## src/rtl/stack_arbiter.sv

```systemverilog
// Round-robin arbiter/sequencer sharing one LIFO stack between two clients plus a clear requester.
// Grant in IDLE at T, stack command at T+1, ack/clr_done pulse at T+3; clients hold req until ack.
module stack_arbiter #(
  parameter int DW    = 8,
  parameter int DEPTH = 8,
  parameter int LW    = 4
) (
  input  logic          clk,
  input  logic          rst,
  input  logic          req0,
  input  logic          req1,
  input  logic          op0,
  input  logic          op1,
  input  logic [DW-1:0] wdata0,
  input  logic [DW-1:0] wdata1,
  input  logic          clr_req,
  output logic          ack0,
  output logic          ack1,
  output logic          clr_done,
  output logic [DW-1:0] rdata,
  output logic          err,
  output logic          busy,
  output logic [LW-1:0] level,
  output logic [1:0]    stk_cmd,
  output logic [DW-1:0] stk_din,
  input  logic [DW-1:0] stk_dout,
  input  logic          stk_full,
  input  logic          stk_empty,
  input  logic          stk_error
);

  localparam logic [1:0]    CMD_NOP  = 2'b00;
  localparam logic [1:0]    CMD_CLR  = 2'b01;
  localparam logic [1:0]    CMD_PUSH = 2'b10;
  localparam logic [1:0]    CMD_POP  = 2'b11;
  localparam logic [LW-1:0] LVL_MAX  = LW'(DEPTH);
  localparam logic [LW-1:0] LVL_ONE  = LW'(1);

  typedef enum logic [2:0] {
    S_INIT,
    S_IDLE,
    S_ISSUE,
    S_WAIT,
    S_RESP
  } state_t;

  state_t state_q, state_d;

  logic [1:0]    cmd_q, cmd_d;
  logic [DW-1:0] din_q, din_d;
  logic          rr_q, rr_d;
  logic          win_q, win_d;
  logic          ack0_q, ack0_d;
  logic          ack1_q, ack1_d;
  logic          clr_done_q, clr_done_d;
  logic          err_q, err_d;
  logic [DW-1:0] rdata_q, rdata_d;
  logic [LW-1:0] level_q, level_d;

  logic gnt_clr, gnt0, gnt1;

  // rr_q holds the last winner; on contention the other client is granted.
  always_comb begin
    gnt_clr = (state_q == S_IDLE) && clr_req;
    gnt1    = (state_q == S_IDLE) && !clr_req && req1 && (!req0 || !rr_q);
    gnt0    = (state_q == S_IDLE) && !clr_req && req0 && (!req1 || rr_q);
  end

  always_ff @(posedge clk) begin
    if (rst) begin
      state_q <= S_INIT;
    end else begin
      state_q <= state_d;
    end
  end

  always_comb begin
    state_d = state_q;
    case (state_q)
      S_INIT:  state_d = S_IDLE;
      S_IDLE:  if (gnt_clr || gnt0 || gnt1) state_d = S_ISSUE;
      S_ISSUE: state_d = S_WAIT;
      S_WAIT:  state_d = S_RESP;
      S_RESP:  state_d = S_IDLE;
      default: state_d = S_INIT;
    endcase
  end

  always_comb begin
    stk_cmd = CMD_NOP;
    if (rst || (state_q == S_INIT)) begin
      stk_cmd = CMD_CLR;
    end else if (state_q == S_ISSUE) begin
      stk_cmd = cmd_q;
    end
    busy = (state_q != S_IDLE);
  end

  // Response registers load at the end of WAIT so they are visible during RESP.
  always_comb begin
    cmd_d      = cmd_q;
    din_d      = din_q;
    rr_d       = rr_q;
    win_d      = win_q;
    ack0_d     = 1'b0;
    ack1_d     = 1'b0;
    clr_done_d = 1'b0;
    err_d      = err_q;
    rdata_d    = rdata_q;
    level_d    = level_q;

    if (gnt_clr) begin
      cmd_d = CMD_CLR;
    end
    if (gnt0) begin
      cmd_d = op0 ? CMD_POP : CMD_PUSH;
      din_d = wdata0;
      rr_d  = 1'b0;
      win_d = 1'b0;
    end
    if (gnt1) begin
      cmd_d = op1 ? CMD_POP : CMD_PUSH;
      din_d = wdata1;
      rr_d  = 1'b1;
      win_d = 1'b1;
    end

    if (state_q == S_INIT) begin
      level_d = '0;
    end

    if (state_q == S_WAIT) begin
      if (cmd_q == CMD_CLR) begin
        clr_done_d = 1'b1;
        err_d      = 1'b0;
        level_d    = '0;
      end else begin
        ack0_d = !win_q;
        ack1_d = win_q;
        err_d  = stk_error;
        // Successful commands resync occupancy to the stack's own flags.
        if (!stk_error && (cmd_q == CMD_PUSH)) begin
          level_d = (stk_full || (level_q >= LVL_MAX)) ? LVL_MAX : level_q + LVL_ONE;
        end
        if (!stk_error && (cmd_q == CMD_POP)) begin
          rdata_d = stk_dout;
          level_d = (stk_empty || (level_q == '0)) ? '0 : level_q - LVL_ONE;
        end
      end
    end
  end

  always_ff @(posedge clk) begin
    if (rst) begin
      cmd_q      <= CMD_NOP;
      din_q      <= '0;
      rr_q       <= 1'b0;
      win_q      <= 1'b0;
      ack0_q     <= 1'b0;
      ack1_q     <= 1'b0;
      clr_done_q <= 1'b0;
      err_q      <= 1'b0;
      rdata_q    <= '0;
      level_q    <= '0;
    end else begin
      cmd_q      <= cmd_d;
      din_q      <= din_d;
      rr_q       <= rr_d;
      win_q      <= win_d;
      ack0_q     <= ack0_d;
      ack1_q     <= ack1_d;
      clr_done_q <= clr_done_d;
      err_q      <= err_d;
      rdata_q    <= rdata_d;
      level_q    <= level_d;
    end
  end

  assign ack0     = ack0_q;
  assign ack1     = ack1_q;
  assign clr_done = clr_done_q;
  assign err      = err_q;
  assign rdata    = rdata_q;
  assign level    = level_q;
  assign stk_din  = din_q;

endmodule
```

## config.mk

```make
export PLATFORM = sky130hd
export DESIGN_NAME = stack_arbiter
export DESIGN_NICKNAME = d
export VERILOG_FILES = /design/src/rtl/stack_arbiter.sv
export SDC_FILE = /design/constraint.sdc
export NUM_CORES = 1
export LEC_CHECK = 0
export ABC_AREA = 0
export BUFFER_PORTS_ARGS = -buffer_cell sky130_fd_sc_hd__buf_2
export CAP_MARGIN = 25
export CORE_MARGIN = 5
export CORE_UTILIZATION = 51
export DETAILED_ROUTE_END_ITERATION = 10
export GPL_TIMING_DRIVEN = 0
export PLACE_DENSITY = 0.84
export SETUP_SLACK_MARGIN = 0.4
export SLEW_MARGIN = 30
export SYNTH_ARGS = -nofsm -noshare
export SYNTH_HDL_FRONTEND = slang
export SYNTH_SLANG_ARGS = --single-unit
export TNS_END_PERCENT = 100
```

## constraint.sdc

```tcl
create_clock -name clk -period 3.2 [get_ports clk]
set_clock_uncertainty 0.1 [all_clocks]
set_input_delay 0.64 -clock clk [delete_from_list [all_inputs] [get_ports clk]]
set_output_delay 0.64 -clock clk [all_outputs]
set_load 0.01 [all_outputs]
```

# After elaboration in Yosys (flattened, before gate mapping)
# Index checks and enable logic that the tools add are counted.
[word_totals]
register_bits = 30
input_bits = 34
out_inout_bits = 27
elab_cells = 74
[classes]
n_addsub = 2
order_cmp = 1
eq_ne = 9
n_mux = 22
bitwise = 2
reduce_logical = 28
[op_table]
columns = ["cell", "count"]
rows = [
  ["2-to-1 mux 4 bit", 7],
  ["2-to-1 mux 8 bit", 2],
  ["one-hot mux 3 bit (4 select lines)", 1],
  ["2-to-1 mux 2 bit", 5],
  ["logical AND 1 bit", 8],
  ["logical OR 1 bit", 7],
  ["equality test 3 x 2 -> 1 bit, second input constant", 2],
  ["2-to-1 mux 1 bit", 6],
  ["zero test 1 bit", 5],
  ["adder 4 x 1 -> 4 bit, second input constant", 1],
  ["equality test 2 bit, second input constant", 2],
  ["greater-or-equal comparator 4 bit, second input constant", 1],
  ["zero test 4 bit", 1],
  ["OR reduction 2 bit", 2],
  ["subtractor 4 x 1 -> 4 bit, second input constant", 1],
  ["equality test 3 x 1 -> 1 bit, second input constant", 1],
  ["equality test 3 bit, second input constant", 1],
  ["zero test 3 bit", 1],
  ["2-to-1 mux 3 bit", 1],
  ["!= test 3 x 1 -> 1 bit, second input constant", 1],
  ["AND reduction 3 bit", 1],
  ["nonzero test 3 bit", 1],
  ["OR reduction 3 bit", 1],
  ["equality test 2 x 1 -> 1 bit, second input constant", 1],
  ["3 further kinds", 4],
]

# Longest topological paths before layout
# Gate-level depths: netlist of run 1.
[depth]
ltp_word = 8
mapped_depth = 7
ltp_nobuf = 6

# Worst setup path after synthesis of run 1
# OpenSTA, ideal clock, no wires.
[synth_timing]
kind = "input port to output port"
startpoint = "in rst"
endpoint = "out stk_cmd[1]"
arrival_time_ns = 1.138
required_ns = 2.460
setup_slack_ns = 1.322
path_stages = 2
path_buffers = 1
cell_sequence = "clkbuf_1 -> and4b_1"
[synth_via]
elab_chain_cells = 2
[synth_rtl]
columns = ["item", "line", "text"]
rows = [
  ["start: declaration", "9", "input logic rst,"],
  ["logical OR 1 bit", "91", "if (rst || (state_q == S_INIT)) begin"],
  ["2-to-1 mux 2 bit", "91", ""],
  ["end: declaration", "24", "output logic [1:0] stk_cmd,"],
]
# No other way between the ends.

# Worst setup path in the final report of run 1
# Same ends and word-level chain as after synthesis.

==> results.txt, run 1 <==
----------------------------------------------------
[Floorplanning]
  Area of the die ... 4115 um2
  Die W ... 64.15 um
  I/O pins ... 61
  Core Region ... 2781 um2
  Number of placement rows ... 19
  Initial Util ... 0.5376
  Height of the chip ... 64.15 um

[Routing]
  Starting DRT DRC Count ... 61
  Via density ... 5.472
  Number of nets with antenna violations after routing ... 0
  Via total after detailed routing ... 1461
  DRC violations left ... 0
  Post-DR wirelength/cell ... 13.49 um
  Sum of routed wire length over all layers ... 3.602 mm
  DRT Pass-1 Iters ... 4

[Yosys]
  Warnings from Yosys ... 0
  Portion of the post-synthesis area used by sequential elements ... 0.4017
  Count of mapped cells out of synthesis ... 168
  Synthesized area divided by synthesized cell count ... 8.900 um2
  Cell taking the most area after synthesis ... sky130_fd_sc_hd__dfxtp_1
  Cell variety after synth ... 43
  Netlist area before placement ... 1495 um2
  Share of the synthesized area in the top cell type ... 0.4017
  Dominant cells by area after synthesis ... sky130_fd_sc_hd__dfxtp_1 (40%), sky130_fd_sc_hd__mux2i_1 (5.4%), sky130_fd_sc_hd__a21oi_1 (4.7%)
  Syn_nets ... 204
  Register bit total from synthesis ... 30

[STA]
  Fin worst setup slack ... 959.8 ps
  Fmax achieved ... 446.4 MHz
  Tightest Pin Transition ... 502.0 ps
  Unrepaired setup endpoints after global routing ... no
  Count of final hold-check violations ... 0
  Final setup fails ... 0
  TNS Setup ... 0 ps
  Worst slew slack as a fraction of its limit ... 0.6641
  Final period util ... 0.7001
  Max-slew violation total from the final report ... 0
  Min Clock Period, post-route ... 2240 ps

[CTS]
  Hold Buf Count CTS ... 0
  Clock insertion delay at the later pin of the skew report ... 320 ps
  Clock slew at reported path FFs ... 90 ps
  Count of cells resized by post-cts repair ... 0
  Count of buffers added by post-CTS timing repair for setup ... 0
  Total clock sinks ... 30
  H-Tree Depth ... 2
  CTS tree ... yes
  Buffer type at the clock tree root ... sky130_fd_sc_hd__clkbuf_4
  Clock buffer depth ... 2
  Total clock buffers created by CTS ... 5

[Placement]
  Final weighted congestion in routability-driven placement ... 0.8957
  Quantity of I/O buffers inserted on ports ... 60
  Number of placed instances with taps included ... 259
  Pre-CTS setup slack ... 958.8 ps
  Final HPWL from detailed placement ... 2.740 mm

[Flow run]
  Count of maximum capacitance violations ... 0

[Global route]
  First-pass GRT wire length ... 6.154 mm
  Total routing usage reported by global routing ... 0.1850
  Antenna violations before repair ... 0
  Number of global-route vias before repair ... 1422
  Pin count of the biggest net entering global routing ... 11
  Remaining global-route overflow ... 0

[Setup path]
  Last element of the critical path ... stk_cmd[1]
  CP arrival ... 1500 ps
  Capturing element type of the critical path ... output port
  Class of the most critical setup path ... input pin to output port
  Register-to-register setup slack ... 1360 ps
  Worst reg2reg path depth ... 5
  Crit-path max FO ... 10
  Worst Path Required ... 2460 ps
  Capture instance of the worst register-to-register path ... stk_din[7]
  Critical path startpoint ... rst
  Critical register-to-register path startpoint ... state_q[2]
  Startpoint class of the critical path ... input pin

[Pwr]
  Power density over cell area ... 395.9 nW/um2
  Worst vdd ir ... 0.3465 mV
  Pwr Total ... 749.9 uW
  Leakage power ... 0.8700 nW
  Switching power share of the total ... 0.2645
  Clk pwr share ... 0.308
  Part of the power in registers ... 0.527
  Comb power frac ... 0.165
  Switching pwr ... 198.3 uW
  Internal power of the cells ... 551.6 uW

[Cells and area]
  Layout cells sized above 1 ... 0.3347
  Net count reported at finish ... 271
  Ant. Diodes ... 0
  Synth-to-layout area growth ... 26.69%
  Cell Count, Final, Fillers Out ... 267

[Min path]
  Class of the tightest hold or removal check ... flop to flop

[Run status]
  Run status ... complete, no violations

----------------------------------------------------
-- kinds of logic (layout without fill, tap and decap cells) --
logic type | after synthesis | count (layout) | synth area share
mux | 9 | 9 | 0.06109
fa+ha+maj | 2 | 2 | 0.01673
compound gates | 50 | 50 | 0.2260
simple gates | 59 | 59 | 0.2209
flops | 30 | 30 | 0.4017
buf+inv | 18 | 86 | 0.07364
-- through the flow --
stage | utilization | cell area, um2 | hold slack [ps]
2_1_floorplan | - | 1495 | 348.7
3_3_place_gp | 0.6595 | 1834 | 360.4
3_5_place_dp | 0.6595 | 1834 | 372.1
4_1_cts | 0.6811 | 1894 | 385.3
5_1_grt | 0.6811 | 1894 | 410.1
6_report | 0.6811 | 1894 | 385.1
-- state kept, by name, summed over array words and instances, names as in the netlist --
register	flops
rdata	8
stk_din	8
level	4
state_q	3
cmd_q	2
ack0	1
ack1	1
clr_done	1
err	1
win_q	1
-- cells in the mapped netlist, drive strengths merged --
cell,n
nor4b,1
nor3,5
a221oi,3
inv,8
a31oi,1
nand2b,6
nor4,1
clkbuf,5
o211a,1
o22ai,2
nand3,1
o32ai,2
nor2b,5
a22oi,1
nor3b,3
a211oi,9
and2,2
a21o,1
ha,2
a311oi,1
o311ai,1
dfxtp,30
nand4,1
o2111ai,2
o31ai,1
or2,1
nand3b,3
o21ai,10
nor2,15
mux2i,8
buf,5
and4b,1
a21oi,14
nand2,12
and3,1
or3,1
mux2,1
o21a,1
-- power groups by stage --
stage	clock [mW]	combinational [mW]	sequential (mW)
floorplan	0	0.0728	0.406
global placement	0	0.121	0.404
detailed placement	0	0.124	0.404
CTS	0.236	0.125	0.395
global route	0.254	0.137	0.398
finish	0.231	0.124	0.395
-- critical path: stages --
cell                       delay (ps)
sky130_fd_sc_hd__buf_2            110
sky130_fd_sc_hd__clkbuf_1         350
sky130_fd_sc_hd__and4b_1          250
sky130_fd_sc_hd__buf_2            140
-- metal layers --
layer | vias to the layer above | share of wire | track usage
met2 | 51 | 0.48 | 0.3116
li1 | 743 | - | -
met5 | - | 0 | 0
met1 | 662 | 0.41 | 0.2069
met3 | 5 | 0.088 | 0.08056
met4 | 0 | 0.015 | 0.06616
-- how the worst min path moves through the flow --
stage / from / end / cells after the start / slack [ps]
after floorplan: win_q / ack0 / 1 / 350
after detailed placement: rdata[7] / rdata[7] / 2 / 370
after global placement: rdata[0] / rdata[0] / 2 / 360
final: rdata[6] / rdata[6] / 2 / 390
after CTS: rdata[6] / rdata[6] / 2 / 390
after global routing: rst / state_q[2] / 2 / 410
-- cell type report --
cell class,count,area (um2)
Multi-Input combinational cell,120,784.5
Tap cell,31,38.79
Timing Repair Buffer,60,300.3
Buffer,10,80.08
Fill cell,256,887.1
Clock buffer,7,55.05
Clock inverter,1,5.005
Sequential cell,30,600.6
Inverter,8,30.03
-- layout by cell type, fill, tap and decap left out, types with 6 or more instances in the layout --
master,Yosys,final
sky130_fd_sc_hd__nand2b_1,6,6
sky130_fd_sc_hd__mux2i_1,8,8
sky130_fd_sc_hd__dfxtp_1,30,30
sky130_fd_sc_hd__nor2_1,14,14
sky130_fd_sc_hd__clkbuf_1,5,6
sky130_fd_sc_hd__nand2_1,12,12
sky130_fd_sc_hd__inv_1,8,8
sky130_fd_sc_hd__a211oi_1,8,8
sky130_fd_sc_hd__o21ai_0,9,9
sky130_fd_sc_hd__buf_2,2,62
sky130_fd_sc_hd__a21oi_1,14,14
Power figures use the tool's default switching activity.
==> run 2: changes to the inputs <==
CORE_UTILIZATION = 43   (was 51)
PLACE_DENSITY = 0.75   (was 0.84)
clock period = 2.05 ns   (was 3.2 ns; I/O delays follow)
==> run 2 against run 1 <==
Net effect: hold slack got worse by 200 ps; sequential power increased by 56%; count of clock-buffer cells in the layout decreased by 2; die area increased by 16%; wire length increased by 7.3%; non-clock buffer count increased by 13; final area increased by 13%; largest power group unchanged; power increased by 59%; critical endpoint is now busy; combinational power increased by 110%; utilization decreased by 4.5 points.
==> results.txt, run 2 (synthesized netlist as in run 1, its figures left out) <==
----------------------------------------------------
[Run status]
  Run status ... complete, no violations

[Floorplanning]
  Area of the die ... 4756 um2
  Number of placement rows ... 21
  Die W ... 68.97 um
  I/O pins ... 61
  Height of the chip ... 68.97 um
  Initial Util ... 0.4446
  Core Region ... 3363 um2

[Cells and area]
  Ant. Diodes ... 0
  Commonest non-fill, non-tap cell in the layout ... sky130_fd_sc_hd__buf_2
  Layout cells sized above 1 ... 0.4315
  Area occupied by registers ... 613.1 um2
  Cell Count, Final, Fillers Out ... 294
  Net count reported at finish ... 284
  Final core occ ... 0.6358
  Area of the multi-input gates ... 857.1 um2
  Highest-count cells in the layout ignoring fill and taps ... sky130_fd_sc_hd__buf_2 (59), sky130_fd_sc_hd__dfxtp_1 (24), sky130_fd_sc_hd__nand2_1 (12), sky130_fd_sc_hd__a21oi_1 (12), sky130_fd_sc_hd__nor2_1 (12)
  Synth-to-layout area growth ... 43.01%
  Number of filler instances in the final layout ... 316

[Setup path]
  Crit-path max FO ... 5
  Standard cell with the maximum stage delay on the critical path ... sky130_fd_sc_hd__dfxtp_2
  Worst reg2reg path depth ... 6
  Capture instance of the worst register-to-register path ... stk_din[7]
  Critical path's most frequent cell ... sky130_fd_sc_hd__buf_6
  Worst Path Required ... 1540 ps
  Critical register-to-register path startpoint ... state_q[1]
  Cells along the critical path ... buf_6, nor3b_4, inv_1, buf_6
  Startpoint class of the critical path ... flop
  CP arrival ... 1200 ps
  Delay of the slowest cell on the worst path ... 330 ps
  Class of the most critical setup path ... flop to output port
  Capturing element type of the critical path ... output port
  Register-to-register setup slack ... 440 ps

[Routing]
  Via total after detailed routing ... 1513
  Number of nets with antenna violations after routing ... 0
  Met1 routed wirelength after detailed routing ... 1.764 mm
  Post-DR wirelength/cell ... 13.15 um
  DRC violations left ... 0
  Amount of wire on met3 after detailed routing ... 306 um
  Detailed route wirelength on metal2 ... 1.721 mm
  Sum of routed wire length over all layers ... 3.865 mm
  Via density ... 5.146
  DRT Pass-1 Iters ... 4
  Highest Signal Layer ... met4
  Starting DRT DRC Count ... 63

[Flow run]
  Count of maximum capacitance violations ... 0

[CTS]
  Clock buffer depth ... 2
  Hold Buf Count CTS ... 0
  Total clock sinks ... 30
  Clock insertion delay at the later pin of the skew report ... 330 ps
  H-Tree Depth ... 2
  Buffer type at the clock tree root ... sky130_fd_sc_hd__clkbuf_4
  Total clock buffers created by CTS ... 5
  CTS tree ... yes
  Clock slew at reported path FFs ... 90 ps

[STA]
  Final setup fails ... 0
  Worst slew slack as a fraction of its limit ... 0.6736
  Tightest Pin Transition ... 489.5 ps
  Count of final hold-check violations ... 0
  Unrepaired setup endpoints after global routing ... yes
  Worst hold slack ... 187.7 ps
  Final period util ... 0.8344
  Min Clock Period, post-route ... 1710 ps
  TNS Setup ... 0 ps
  Max-slew violation total from the final report ... 0
  Fmax achieved ... 584.6 MHz
  Fin worst setup slack ... 339.5 ps

[Min path]
  Hold Path Stages ... 2
  Min-delay src ... rst
  WHS Endpoint ... state_q[2]
  Class of the tightest hold or removal check ... input pin to flop

[Placement]
  Pre-CTS setup slack ... 147.8 ps
  Quantity of I/O buffers inserted on ports ... 60
  Number of placed instances with taps included ... 274
  Final HPWL from detailed placement ... 2.666 mm
  Final weighted congestion in routability-driven placement ... 0.8659

[Global route]
  Pin count of the biggest net entering global routing ... 11
  Antenna violations before repair ... 0
  Total routing usage reported by global routing ... 0.1664
  Number of global-route vias before repair ... 1291
  First-pass GRT wire length ... 5.699 mm
  Remaining global-route overflow ... 0

[Pwr]
  Clk pwr share ... 0.264
  Leakage power ... 0.9718 nW
  Power density over cell area ... 559.2 nW/um2
  Switching power share of the total ... 0.2770
  Switching pwr ... 331.2 uW
  Comb power frac ... 0.220
  Worst vdd ir ... 0.3760 mV
  Part of the power in registers ... 0.516
  Internal power of the cells ... 864.5 uW

----------------------------------------------------
run 2: power by group through the flow:
stage / Combinational, mW / Sequential (mW) / Clock, mW
after detailed placement: 0.192 / 0.631 / 0
after global routing: 0.287 / 0.620 / 0.361
after floorplan: 0.114 / 0.634 / 0
after CTS: 0.222 / 0.619 / 0.323
final: 0.263 / 0.617 / 0.316
after global placement: 0.190 / 0.631 / 0
run 2: worst max-delay path by stage:
| stage | from | depth (start not counted) | slack [ps] | endpoint |
|---|---|---|---|---|
| after CTS | state_q[0] | 4 | 370 | stk_cmd[1] |
| after detailed placement | clr_req | 5 | 150 | stk_din[4] |
| after global placement | clr_req | 5 | 170 | stk_din[5] |
| after floorplan | state_q[2] | 5 | 400 | stk_din[0] |
| final | state_q[1] | 4 | 340 | busy |
| after global routing | state_q[1] | 4 | 290 | busy |
run 2: worst max-delay path, delay by kind of cell, from the launching register on:
family	cells	cell delay [ps]
and+or+nand+nor	1	220
DFF	1	330
buffers and inverters	3	320
run 2: cell type report:
class,count,area share
buffer,10,0.04389
clock inverter,2,0.004681
tap,46,0.02692
clock buffer,5,0.01755
multi-input combinational,120,0.4008
inverter,8,0.01404
sequential,30,0.2867
timing repair buffer,73,0.2054
run 2: through the flow:
step / power, mW / area, um2
floorplan: 0.7480 / 1495
global placement: 0.8210 / 1853
detailed placement: 0.8228 / 1853
CTS: 1.165 / 2009
global route: 1.268 / 2138
finish: 1.196 / 2138
run 2: what timing repair did:
item                                    4_1_cts  5_1_grt
endpoints found under the setup margin       13       18
gates cloned                                  0        2
gates resized for setup                      15       13
pin swaps                                     3       10
buffers inserted                              8        3
run 2: layer usage:
layer / GRT usage / vias to the layer above
met1: 0.2061 / 697
met5: 0 / -
met4: 0.08029 / 0
met3: 0.06969 / 5
li1: - / 770
met2: 0.2476 / 41
